==> src/rtl/mvm_pkg.sv <==
// Shared types and helpers for the matrix-vector datapath blocks.
package mvm_pkg;

  localparam int unsigned MVM_N = 8;

  typedef logic [MVM_N-1:0] elem_t;

  localparam elem_t N_MAX = '1;

  typedef enum logic {
    ACCUM = 1'b0,
    HOLD  = 1'b1
  } acc_state_e;

  // Unsigned saturating add; returns {carry, clamped sum}.
  function automatic logic [MVM_N:0] sat_add(input elem_t a, input elem_t b);
    logic [MVM_N:0] s;
    s = {1'b0, a} + {1'b0, b};
    if (s[MVM_N]) begin
      return {1'b1, N_MAX};
    end
    return s;
  endfunction

endpackage

==> src/rtl/mvm_sat_add.sv <==
// Combinational N-bit unsigned saturating adder with overflow flag.
module mvm_sat_add #(
  parameter int unsigned N = 8
) (
  input  logic [N-1:0] a_i,
  input  logic [N-1:0] b_i,
  output logic [N-1:0] sum_o,
  output logic         carry_o
);

  logic [N:0] sum_wide;

  // Widen by one bit; clamp to all-ones when the top bit overflows.
  always_comb begin
    sum_wide = {1'b0, a_i} + {1'b0, b_i};
    carry_o  = sum_wide[N];
    sum_o    = sum_wide[N] ? '1 : sum_wide[N-1:0];
  end

endmodule

==> src/rtl/mvm_row_accumulator.sv <==
// Accumulates CHUNKS saturated chunk results into one row result and
// presents it with a row index over a valid/ready handshake.
module mvm_row_accumulator
  import mvm_pkg::*;
#(
  parameter int unsigned N      = MVM_N,
  parameter int unsigned CHUNKS = 4,
  parameter int unsigned ROWS   = 4,
  localparam int unsigned CW    = (CHUNKS > 1) ? $clog2(CHUNKS) : 1,
  localparam int unsigned RW    = (ROWS > 1) ? $clog2(ROWS) : 1
) (
  input  logic          CLOCK_50,
  input  logic          reset_n,
  input  logic          flush,
  input  logic          in_valid,
  output logic          in_ready,
  input  logic [N-1:0]  in_data,
  output logic          out_valid,
  input  logic          out_ready,
  output logic [N-1:0]  out_data,
  output logic [RW-1:0] out_row,
  output logic          out_last,
  output logic          out_sat
);

  localparam logic [CW-1:0] CNT_LAST = CW'(CHUNKS - 1);
  localparam logic [RW-1:0] ROW_LAST = RW'(ROWS - 1);

  acc_state_e    state_q, state_d;
  logic [N-1:0]  acc_q, acc_d;
  logic [CW-1:0] cnt_q, cnt_d;
  logic [RW-1:0] row_q, row_d;
  logic          sat_q, sat_d;

  logic [N-1:0]  add_sum;
  logic          add_carry;

  mvm_sat_add #(
    .N(N)
  ) u_sat_add (
    .a_i    (acc_q),
    .b_i    (in_data),
    .sum_o  (add_sum),
    .carry_o(add_carry)
  );

  // State, accumulator, counters and saturation flag registers.
  always_ff @(posedge CLOCK_50 or negedge reset_n) begin
    if (!reset_n) begin
      state_q <= ACCUM;
      acc_q   <= '0;
      cnt_q   <= '0;
      row_q   <= '0;
      sat_q   <= 1'b0;
    end else begin
      state_q <= state_d;
      acc_q   <= acc_d;
      cnt_q   <= cnt_d;
      row_q   <= row_d;
      sat_q   <= sat_d;
    end
  end

  // Next-state: accumulate chunks in ACCUM, present the row in HOLD.
  // flush takes priority over both a chunk accept and a result handshake.
  always_comb begin
    state_d = state_q;
    acc_d   = acc_q;
    cnt_d   = cnt_q;
    row_d   = row_q;
    sat_d   = sat_q;
    unique case (state_q)
      ACCUM: begin
        if (flush) begin
          acc_d = '0;
          cnt_d = '0;
          sat_d = 1'b0;
        end else if (in_valid) begin
          if (cnt_q == '0) begin
            acc_d = in_data;
            sat_d = 1'b0;
          end else begin
            acc_d = add_sum;
            sat_d = sat_q | add_carry;
          end
          if (cnt_q == CNT_LAST) begin
            cnt_d   = '0;
            state_d = HOLD;
          end else begin
            cnt_d = cnt_q + CW'(1);
          end
        end
      end
      HOLD: begin
        if (flush) begin
          state_d = ACCUM;
        end else if (out_ready) begin
          state_d = ACCUM;
          row_d   = (row_q == ROW_LAST) ? '0 : row_q + RW'(1);
        end
      end
      default: state_d = ACCUM;
    endcase
  end

  // Handshake and result outputs decoded from registered state.
  always_comb begin
    in_ready  = (state_q == ACCUM);
    out_valid = (state_q == HOLD);
    out_data  = acc_q;
    out_row   = row_q;
    out_last  = (row_q == ROW_LAST);
    out_sat   = sat_q;
  end

endmodule
==> config.mk <==
export PLATFORM = sky130hd
export DESIGN_NAME = mvm_row_accumulator
export DESIGN_NICKNAME = d
export VERILOG_FILES = /design/src/rtl/mvm_pkg.sv /design/src/rtl/mvm_sat_add.sv /design/src/rtl/mvm_row_accumulator.sv
export SDC_FILE = /design/constraint.sdc
export NUM_CORES = 1
export LEC_CHECK = 0
export ABC_AREA = 1
export CAP_MARGIN = 20
export CELL_PAD_IN_SITES_DETAIL_PLACEMENT = 0
export CELL_PAD_IN_SITES_GLOBAL_PLACEMENT = 1
export CORE_AREA = 2 2 59 61
export CTS_BUF_LIST = sky130_fd_sc_hd__clkbuf_8
export DETAILED_ROUTE_END_ITERATION = 10
export DIE_AREA = 0 0 61 63
export PLACE_DENSITY = 0.86
export SYNTH_ARGS = -nofsm -noshare
export SYNTH_HDL_FRONTEND = slang
export SYNTH_SLANG_ARGS = --single-unit
==> constraint.sdc <==
create_clock -name CLOCK_50 -period 1.9 [get_ports CLOCK_50]
set_input_delay 0.19 -clock CLOCK_50 [delete_from_list [all_inputs] [get_ports CLOCK_50]]
set_output_delay 0.19 -clock CLOCK_50 [all_outputs]
set_load 0.05 [all_outputs]
======== Word level (Yosys, flattened, before mapping) ========
Index checks and enable logic that the tools add are counted.
W data, S select, Z words.
storage, ports and cells
  flip-flop bits (word level) ............. 14
  output and inout port bits .............. 14
  input port bits ......................... 13
  word-level logic and storage cells ...... 34
operators by class
  reductions and logical operators ........ 4
  add/subtract/negate cells ............... 3
  bitwise logic cells ..................... 3
  multiplexer cells ....................... 17
  equal/unequal tests ..................... 2
operator list
  cell                   number
  $mux W8                4
  $add A8 B8 Y9          1
  $mux W1                8
  $mux W2                4
  $add A2 B1 Y2 const B  2
  $eq A2 B2 Y1 const B   2
  $reduce_and A3 Y1      1
  $logic_not A2 Y1       1
  $not A1 Y1             2
  $pmux W1 S2            1
  $reduce_and A2 Y1      1
  $reduce_bool A2 Y1     1
  $or A1 B1 Y1           1

======== Longest topological paths before layout ========
  depth after elaboration ................. 5
  gate-level depth with buffers ........... 10
  gate-level depth less buffers ........... 10

======== Modules after synthesis ========
From an unflattened synthesis, not the netlist that was laid out.
unflattened totals
  cells, all modules ...................... 176
  area total of the unflattened synthesis .. 1168.6 sq um
modules (own cells, without submodules)
  module               cells each  times used  seq. area each (sq um)  area an instance (sq um)
  mvm_row_accumulator  99          1           350.3                   748.2
  mvm_sat_add          77          1           0.0                     420.4

======== Worst setup path after synthesis ========
Ideal clock, no wire load.
  path kind ............................... reg-to-reg
  from .................................... register acc_q[0], in the netlist out_data[0]
  to ...................................... register acc_q[5], in the netlist out_data[5]
  path slack .............................. -52 ps
  data required time ...................... 1782 ps
  library setup time ...................... 118 ps
  buffers on the path ..................... 0
  period minus slack after synthesis ...... 1952 ps
  stages on the path, launching flop included .. 11
  arrival ................................. 1835 ps
  cell sequence ........................... dfrtp_1 > ha_1 > fa_1 > nand2_1 > nand2_1 > nand3_2 > nand2_4 > nor2_8 > nand3_2 > nand2_1 > nand2_1
between the ends
  cells in the longest elaborated chain, start to end .. 5
RTL lines
  item                    RTL line                   RTL
  start, declared         mvm_row_accumulator.sv:30  logic [N-1:0] acc_q, acc_d;
  start signal, assigned  mvm_row_accumulator.sv:51  acc_q <= '0;
  start signal, assigned  mvm_row_accumulator.sv:57  acc_q <= acc_d;
  $add A8 B8 Y9           mvm_sat_add.sv:15          sum_wide = {1'b0, a_i} + {1'b0, b_i};
  $mux W8                 mvm_sat_add.sv:17          sum_o = sum_wide[N] ? '1 : sum_wide[N-1:0];
  $mux W8                 mvm_row_accumulator.sv:79  if (cnt_q == '0) begin
  $mux W8                 mvm_row_accumulator.sv:78  end else if (in_valid) begin
  $mux W8                 mvm_row_accumulator.sv:74  if (flush) begin
Every way passes these cells. The select of a mux whose other input is x is not followed.
A chain may end at the register's enable or synchronous reset.

======== Worst setup path in the final report ========
  from .................................... register row_q[0], in the netlist out_row[0]
  to ...................................... output port out_last
between the ends
  cells in the longest elaborated chain, start to end .. 1
RTL lines
  item                    RTL line                    RTL
  start, declared         mvm_row_accumulator.sv:32   logic [RW-1:0] row_q, row_d;
  start signal, assigned  mvm_row_accumulator.sv:59   row_q <= row_d;
  $eq A2 B2 Y1            mvm_row_accumulator.sv:112  out_last = (row_q == ROW_LAST);
  end, declared           mvm_row_accumulator.sv:22   output logic out_last,
Every way passes these cells.

==> impl_metrics.yaml <==
synthesis:
  yosysWarningCount: 0
  yosysMostFrequentCell: "nand2_1"
  synth_flop_cell: "dfrtp_1"
  synth_cells: 152
  synth_edf_count: 0
  synth_common_cells: "nand2_1 (49), inv_1 (18), nor2_1 (18)"
  yosys.area.top_type: "dfrtp_1"
  synth.cell_area_sq_um: 1110
  synth.area.top_cells: "dfrtp_1 (31%), nand2_1 (17%), ha_1 (12%)"
  avgSynthCellArea_sq_um: 7.32
  synth_nets: 177
  synthArstFlopShare_pct: 100
  synth.ff_latch_count: 14
  synth.top_cell.area_share_pct: 31.5
  ys_seq_area_share_pct: 31.5
  synth_cell_types: 27
flow_run:
  drv_cap: 0
critical_path:
  crit_chain: "ha_1, clkdlybuf4s50_1"
  endpoint_kind: "output pin"
  path_buf_inv: 1
  startpoint_type: "flop"
  cp_slowest_stage_delay_ns: 0.81
  worst_ep_required_time_ns: 1.71
  slowest_stage: "clkdlybuf4s50_1"
  worstReg2RegEnd: "out_data[5]"
  reg2reg_depth: 10
  crit_family: "buffers and inverters"
  rrSetupSlack_ns: 0.16
  critPathKind: "reg2out"
  crit_arrival_ns: 1.62
  crit_fanout: 4
  timing.rr.start: "out_data[0]"
route:
  drt_wl_total_mm: 2.62
  first_iter_violations: 11
  num_vias: 1057
  wl_per_cell_um: 11.4
  drtPass1Iterations: 4
  final_antenna_net_count: 0
  viasPerCell: 4.58
  drc: 0
global_route:
  gr-total-overflow: 0
  grt_pass1_vias: 1051
  grt_use_total_pct: 15.0
  grt_pass1_wl_mm: 4.46
  grt_start_max_net_pins: 15
  antenna_found_initial: 0
cts:
  cts-root-buf: "clkbuf_8"
  clk-insertion-delay-late_ns: 0.25
  cts_buffers: 3
  cts_buffer_depth: 2
  cts_sinks: 14
  post_cts_resize_count: 0
  path_clk_slew_ns: 0.07
  cts_setup_buffers: 0
  cts_tree: "done"
  htreeDepth: 1
  ctsHoldBuffers: 0
sta:
  final-hold-violation-count: 0
  setup_viol: 0
  drv_slew: 0
  fin_tns_setup_ns: 0
  clock_skew_ns: 0.000854
  relSlewSlack_pct: 52.3
  rsz0062_at_grt: "no"
  worst_pin_slew_ns: 0.714
  period_share_pct: 95.3
  period_minus_slack_ns: 1.81
  fmax_ghz: 0.552
power:
  p_sw_uw: 871
  vdd_drop_max_mv: 0.603
  clockPowerShare_pct: 16.7
  leakagePower_uw: 0.000762
  intPower_uw: 958
  p_comb_share_pct: 59.2
  swShare_pct: 47.6
  p_per_area_nw_per_um2: 1210
  p_seq_share_pct: 24.1
die:
  die_area_sq_um: 3840
  rows: 21
  initial_utilization_pct: 34.4
  ioPinCount: 27
  fp.coreArea_sq_um: 3230
  die_width_um: 61
  dieHeight_um: 63
placement:
  io_buffer_count: 26
  gp_congestion: 0.755
  dpl.hpwl_mm: 2.08
  place_area_sq_um: 1450
status:
  status: "finished, final reports clean"
cells_and_area:
  num_antenna_cells: 0
  drive_gt1_share_pct: 13.0
  multiInputGateArea_sq_um: 694
  final-seq-area_sq_um: 352
  fin_nets: 211
  fin_area_sq_um: 1520
  area_delta_synth_final_pct: 36.3
  post-route-util_pct: 46.9
  final.fill_count: 330
min_path:
  hold_path.class: "in2async"
## through the flow
step / total power (uW) / hold WS (ns) / setup WS (ns) / instances
floorplan: 1210 / -0.106 / 0.0502 / 152
global placement: 1520 / 0.497 / -0.126 / 227
detailed placement: 1530 / 0.496 / -0.159 / 227
CTS: 1840 / 0.385 / 0.0565 / 231
global route: 1970 / 0.412 / 0.0252 / 231
finish: 1830 / 0.365 / 0.0895 / 231
## worst max path at each step
stage,start,end,slack [ns],cells past startpoint
6_report,out_row[0],out_last,0.09,2
2_1_floorplan,out_data[0],out_data[5],0.05,10
5_1_grt,out_row[0],out_last,0.03,2
4_1_cts,out_data[0],out_data[7],0.06,10
3_3_place_gp,in_data[0],out_data[7],-0.13,11
3_5_place_dp,in_data[0],out_data[7],-0.16,11
## kinds of logic (layout without fill, tap and decap cells)
logic type | Yosys count | after routing | share of synthesized area (%)
xor gates and xnor gates | 1 | 1 | 0.788
adders and majority gates | 12 | 12 | 14.2
DFF | 14 | 14 | 31.5
buffers and inverters | 20 | 53 | 6.75
and+or+nand+nor | 88 | 88 | 37.1
AOI/OAI and AO/OA | 17 | 17 | 9.68
## sequential cells by signal, summed over array words and instances (netlist names)
signal     count
out_data       8
cnt_q          2
out_row        2
out_valid      1
out_sat        1
## final cells by class
cell class	count	share of cell area, %
multi-input combinational	118	45.8
sequential	14	23.2
timing repair buffer	29	18.6
inverter	20	4.95
tap	46	3.80
clock buffer	4	3.63
## per-layer routing
metal / GRT usage (%) / up-vias / wire length, um
met3: 3.93 / 0 / 107
met4: 2.45 / 0 / 0
li1: - / 549 / -
met5: 0 / - / 0
met1: 19.4 / 487 / 1180
met2: 25.0 / 21 / 1330
## worst register-to-register path, stage by stage, from the launching register on
cell,delay [ns]
dfrtp_2,0.41
ha_1,0.21
fa_2,0.36
nand2_2,0.09
nand2_2,0.07
nand3_2,0.09
nand2_4,0.09
nor2_8,0.13
nand3_2,0.08
nand2_1,0.06
nand2_1,0.04
## power by group through the flow
stage / logic, uW / clock network [uW] / registers (uW)
after floorplan: 534 / 0 / 673
after global placement: 1070 / 0 / 443
after detailed placement: 1080 / 0 / 447
after CTS: 1090 / 313 / 443
after global routing: 1190 / 327 / 457
final: 1080 / 306 / 441
## layout by cell type, fill, tap and decap left out, drive strengths merged
| cell type | netlist | final |
|---|---|---|
| nand3b | 3 | 3 |
| clkinv | 1 | 1 |
| clkdlybuf4s50 | 0 | 26 |
| clkbuf | 0 | 4 |
| nand2 | 51 | 51 |
| xor2 | 1 | 1 |
| inv | 19 | 19 |
| a21oi | 5 | 5 |
| or2 | 2 | 2 |
| buf | 0 | 3 |
| fa | 1 | 1 |
| nand3 | 10 | 10 |
| o31ai | 1 | 1 |
| nor2 | 20 | 20 |
| dfrtp | 14 | 14 |
| ha | 11 | 11 |
| a211oi | 1 | 1 |
| nor3 | 2 | 2 |
| o21ai | 9 | 9 |
| o21a | 1 | 1 |
Power figures use the tool's default switching activity.
